**config.mk**
```make
export PLATFORM = sky130hd
export DESIGN_NAME = pc_sequencer
export DESIGN_NICKNAME = d
export VERILOG_FILES = /design/src/rtl/pc_sequencer.sv
export SDC_FILE = /design/constraint.sdc
export NUM_CORES = 1
export LEC_CHECK = 0
export ABC_AREA = 1
export BUFFER_PORTS_ARGS = -buffer_cell sky130_fd_sc_hd__buf_2
export CAP_MARGIN = 25
export CORE_MARGIN = 2
export CORE_UTILIZATION = 35
export DETAILED_ROUTE_END_ITERATION = 10
export GPL_ROUTABILITY_DRIVEN = 0
export SYNTH_ARGS = -nofsm -noshare
export SYNTH_HDL_FRONTEND = slang
export SYNTH_SLANG_ARGS = --single-unit
```
**constraint.sdc**
```tcl
create_clock -name clk -period 2.55 [get_ports clk]
set_input_delay 0.51 -clock clk [delete_from_list [all_inputs] [get_ports clk]]
set_output_delay 0.51 -clock clk [all_outputs]
set_load 0.01 [all_outputs]
```
**src/rtl/pc_sequencer.sv**
```systemverilog
// rtl/pc_sequencer.sv - next-PC sequencer with exception PC and optional return-address stack
// Define PC_SEQ_RAS_EN to build the return-address stack; without it CALL acts as JUMP and RETURN as REG.
module pc_sequencer #(
    parameter int              PC_W      = 30,
    parameter logic [PC_W-1:0] RESET_VEC = '0,
    parameter logic [PC_W-1:0] EXC_VEC   = 30'h0000_0020,
    parameter int              RAS_DEPTH = 4
) (
    input  logic            clk,
    input  logic            rst,
    input  logic            stall,
    input  logic [2:0]      pc_source,
    input  logic            take_branch,
    input  logic [25:0]     opcode25_0,
    input  logic [PC_W-1:0] pc_new,
    input  logic            exc_req,
    input  logic            eret,
    output logic [PC_W-1:0] pc_current,
    output logic [PC_W-1:0] pc_plus1,
    output logic [PC_W-1:0] epc,
    output logic            ras_empty,
    output logic            ras_full
);

    localparam logic [2:0] SRC_JUMP   = 3'd1;
    localparam logic [2:0] SRC_BRANCH = 3'd2;
    localparam logic [2:0] SRC_REG    = 3'd3;
    localparam logic [2:0] SRC_CALL   = 3'd4;
    localparam logic [2:0] SRC_RETURN = 3'd5;

    if (PC_W < 27 || PC_W > 30 || RAS_DEPTH < 2 || RAS_DEPTH > 16 ||
        (RAS_DEPTH & (RAS_DEPTH - 1)) != 0) begin : g_bad_params
        $error("pc_sequencer: illegal PC_W or RAS_DEPTH");
    end

    logic [PC_W-1:0] pc_d;
    logic [PC_W-1:0] epc_d;
    logic [PC_W-1:0] jump_tgt;
    logic [PC_W-1:0] branch_tgt;

    assign pc_plus1   = pc_current + {{(PC_W-1){1'b0}}, 1'b1};
    assign jump_tgt   = {pc_current[PC_W-1:26], opcode25_0};
    assign branch_tgt = pc_current + {{(PC_W-16){opcode25_0[15]}}, opcode25_0[15:0]};

`ifdef PC_SEQ_RAS_EN
    localparam int PTR_W = $clog2(RAS_DEPTH);
    localparam int CNT_W = PTR_W + 1;
    localparam logic [CNT_W-1:0] DEPTH_C = CNT_W'(RAS_DEPTH);

    // ras_ptr is the next free slot; once full, pushes wrap over the oldest entry.
    logic [PC_W-1:0]  ras_mem [RAS_DEPTH];
    logic [PTR_W-1:0] ras_ptr;
    logic [CNT_W-1:0] ras_count;
    logic [PTR_W-1:0] ras_top_idx;
    logic             push;
    logic             pop;

    assign ras_top_idx = ras_ptr - {{(PTR_W-1){1'b0}}, 1'b1};
    assign ras_empty   = (ras_count == '0);
    assign ras_full    = (ras_count == DEPTH_C);
`else
    assign ras_empty = 1'b1;
    assign ras_full  = 1'b0;
`endif

    always_comb begin
        pc_d  = pc_current;
        epc_d = epc;
`ifdef PC_SEQ_RAS_EN
        push  = 1'b0;
        pop   = 1'b0;
`endif
        if (exc_req) begin
            pc_d  = EXC_VEC;
            epc_d = pc_current;
        end else if (eret) begin
            pc_d = epc;
        end else if (!stall) begin
            case (pc_source)
                SRC_JUMP:   pc_d = jump_tgt;
                SRC_BRANCH: pc_d = take_branch ? branch_tgt : pc_plus1;
                SRC_REG:    pc_d = pc_new;
                SRC_CALL: begin
                    pc_d = jump_tgt;
`ifdef PC_SEQ_RAS_EN
                    push = 1'b1;
`endif
                end
                SRC_RETURN: begin
                    pc_d = pc_new;
`ifdef PC_SEQ_RAS_EN
                    if (!ras_empty) begin
                        pc_d = ras_mem[ras_top_idx];
                        pop  = 1'b1;
                    end
`endif
                end
                default:    pc_d = pc_plus1;
            endcase
        end
    end

    always_ff @(posedge clk or posedge rst) begin
        if (rst) begin
            pc_current <= RESET_VEC;
            epc        <= '0;
`ifdef PC_SEQ_RAS_EN
            ras_ptr    <= '0;
            ras_count  <= '0;
`endif
        end else begin
            pc_current <= pc_d;
            epc        <= epc_d;
`ifdef PC_SEQ_RAS_EN
            if (push) begin
                ras_ptr <= ras_ptr + {{(PTR_W-1){1'b0}}, 1'b1};
                if (!ras_full) ras_count <= ras_count + {{(CNT_W-1){1'b0}}, 1'b1};
            end else if (pop) begin
                ras_ptr   <= ras_top_idx;
                ras_count <= ras_count - {{(CNT_W-1){1'b0}}, 1'b1};
            end
`endif
        end
    end

`ifdef PC_SEQ_RAS_EN
    // Stack contents need no reset; validity is tracked by ras_count alone.
    always_ff @(posedge clk) begin
        if (push) ras_mem[ras_ptr] <= pc_plus1;
    end
`endif

endmodule

```
==> metrics <==
status=completed; # rows=49; Worst Clk Skew=around 9.5 ps; most frequent cells in the layout=nand2_1 (408), inv_1 (195), buf_2 (154); IO Count=157; Setup violations, final=0; antenna cells=0; fin util=46.31%; cells on worst reg2reg path=15; Worst-path clk slew=roughly 60 ps; critical path data required time=~2000 ps; vias in the first global route=7446; syn_nets=1229; Post-synth EDFFs=0; synthesis-to-finish area growth=28.56%; DRT Pass-1 Iters=8; Yosys Warn Count=0; sequential area share after synthesis=22.97%; fillcell total=between 1.5k and 2k; clock tree sinks=60; Rel. slew slack=around three fifths; RSZ-0062 raised after global routing=true; DP Worst Slack=-58.81 ps; DRC errors left=0; Peak Freq=404.5 MHz; Crit path arrival time=around 2000 ps; Clk Tree Root Cell=clkbuf_16; Hold Fails Final Rpt=0; IO Port Bufs=roughly 150; multi-input logic area=4288 sq um; minimum clock period=~2500 ps; Reg area=1526 sq um; Starting Density=36.02%; Critical path origin=pc_current[0]$_DFFE_PP0P_; max cap viols=0; r2r startpoint=pc_current[0]$_DFFE_PP0P_; initial DRC count=840; Total Routed Length=between 20000 and 30000 microns; placed cell count=about 1.5k; Synth cell types=39; Avg WL per Cell=16.86 microns; crit path launch type=flop; Slew Limit Fails=0; first-pass GRT wire length=40230 microns; kind of critical path=flop to primary output; largest net degree at the start of global routing=61; most common cell after layout, fill and taps aside=nand2_1; reg2reg end=pc_current[22]$_DFFE_PP0P_; post-DR vias/cell=5.127; worst slew pin tran=577.0 ps; setup_tns=0 ps; Tcrit/Tclk final=a little over nine tenths; Post-DP HPWL=21290 microns; ANT nets after route=0; Vias=~8k; Pwr Density=approximately 490 nW/um^2; Post-Syn Area=6538 sq um; reg-to-reg slack, setup=200 ps; total core area=18150 sq um; Clock Tree Buf Depth=2; final worst slack=77.51 ps; CTS tree=yes; Clk Latency, worst-skew pair=around 340 ps; fin area=8404 sq um; Die Height=approximately 140 microns; grt total ovfl=0; Setup crit end kind=primary output; Die Footprint=between 15000 and 20000 sq um; CTS Buf Count=9; Total GRT Usage=26.22%; initial antenna violation count=0; Post-Synthesis Cells=about 1.1k; Max Fanout on Critical Path=4; Avg Inst Size Synth=5.770 sq um; ys flop type=dfrtp_1; Yosys reg bits=60; H-tree Lvls=3; layout cell share with drive strength beyond 1=between 20% and 30%; Layout Cells excl Fill=1558; Max IR drop VDD=464.0 uV; Die W=140.7 microns; nets=between 1k and 1.5k; asr flop ratio synth=100.0%; Area after DPL=7828 sq um; Hold Crit Class=input pin to async pin; P_leak=roughly 0.0047 uW
## Yosys cell counts, types with 3 or more instances
master | number | area (sq um)
ha_1 | 30 | 375.4
clkbuf_1 | 19 | 71.32
o21bai_1 | 3 | 22.52
a21oi_1 | 61 | 305.3
nand4_1 | 25 | 156.4
inv_1 | 197 | 739.5
or2_2 | 5 | 31.28
buf_4 | 5 | 37.54
inv_2 | 7 | 26.28
a221oi_1 | 3 | 26.28
xnor2_1 | 5 | 43.79
o21ai_1 | 5 | 25.02
nor2_2 | 4 | 25.02
o211ai_1 | 5 | 37.54
nor3_1 | 13 | 65.06
a22o_1 | 18 | 157.7
buf_2 | 5 | 25.02
nand2_1 | 415 | 1558
o21ai_0 | 58 | 290.3
o31ai_1 | 4 | 30.03
nor2_4 | 5 | 56.30
dfrtp_1 | 60 | 1501
nor2_1 | 85 | 319.1
xor2_1 | 16 | 140.1
nand3_1 | 61 | 305.3
## metal layers
metal	GRT usage (%)	part of all wire [%]	vias up	wire, microns
met5	0	0	-	0
met4	9.526	3.4	0	893
met3	3.397	7.7	53	2035
met2	41.75	45	339	11950
met1	36.51	43	3657	11390
li1	-	-	3939	-
## cell type report
cell class | instances | area share, %
multi-input cells | 839 | 51.02
repair buffers | 210 | 14.52
well taps | 229 | 3.409
clock buffers | 10 | 2.724
flip-flops and latches | 60 | 18.16
inverters | 204 | 9.111
clock inverters | 6 | 1.057
## critical path, stage by stage (launching register included)
cell	delay [ps]
dfrtp_2	440
ha_4	170
nand2_2	70
nor2_4	100
buf_4	160
nand2_1	130
inv_1	100
nand2_1	60
nand2_1	60
nand2_1	80
inv_1	120
buf_2	150
## logic make-up after synthesis
group / synth area share, %
other: 0.1149
XOR/XNOR: 2.813
adder cells (fa/ha/maj): 6.048
buffers and inverters: 13.82
flip-flops: 22.97
AO/OA/AOI/OAI: 14.35
AND/OR/NAND/NOR: 39.89
## through the flow
step                hold WS (ps)  power (uW)
floorplan                  526.9        2122
global placement           493.5        2768
detailed placement         498.8        2778
CTS                        245.3        4110
global route               260.5        4409
finish                     232.1        4159
## where the power goes
group / internal [uW] / total (uW) / switching, uW
registers: 1060 / 1210 / 152
clock network: 855 / 1320 / 469
logic: 602 / 1620 / 1020
total: 2520 / 4160 / 1640
## worst max-delay path by stage
stage                     slack [ps]  cells past startpoint                         end
final                             80                     11                pc_plus1[24]
after global routing              -8                      9                pc_plus1[19]
after CTS                          5                      8                pc_plus1[21]
after detailed placement         -60                     16  pc_current[20]$_DFFE_PP0P_
after global placement            20                     13  pc_current[21]$_DFFE_PP0P_
after floorplan                  370                     15  pc_current[20]$_DFFE_PP0P_
## flip-flops by register name, summed over array words and instances (netlist names)
name and flops:
pc_current 30, epc 30
## timing repair
| action | 4_1_cts | 5_1_grt |
|---|---|---|
| setup buffers | 4 | 6 |
| pin swaps | 2 | 6 |
| hold buffers | 0 | 0 |
| gates cloned | 0 | 0 |
| setup endpoints to repair | 12 | 32 |
| resized for setup | 10 | 50 |
No activity file was read; power rests on OpenSTA's default activity.
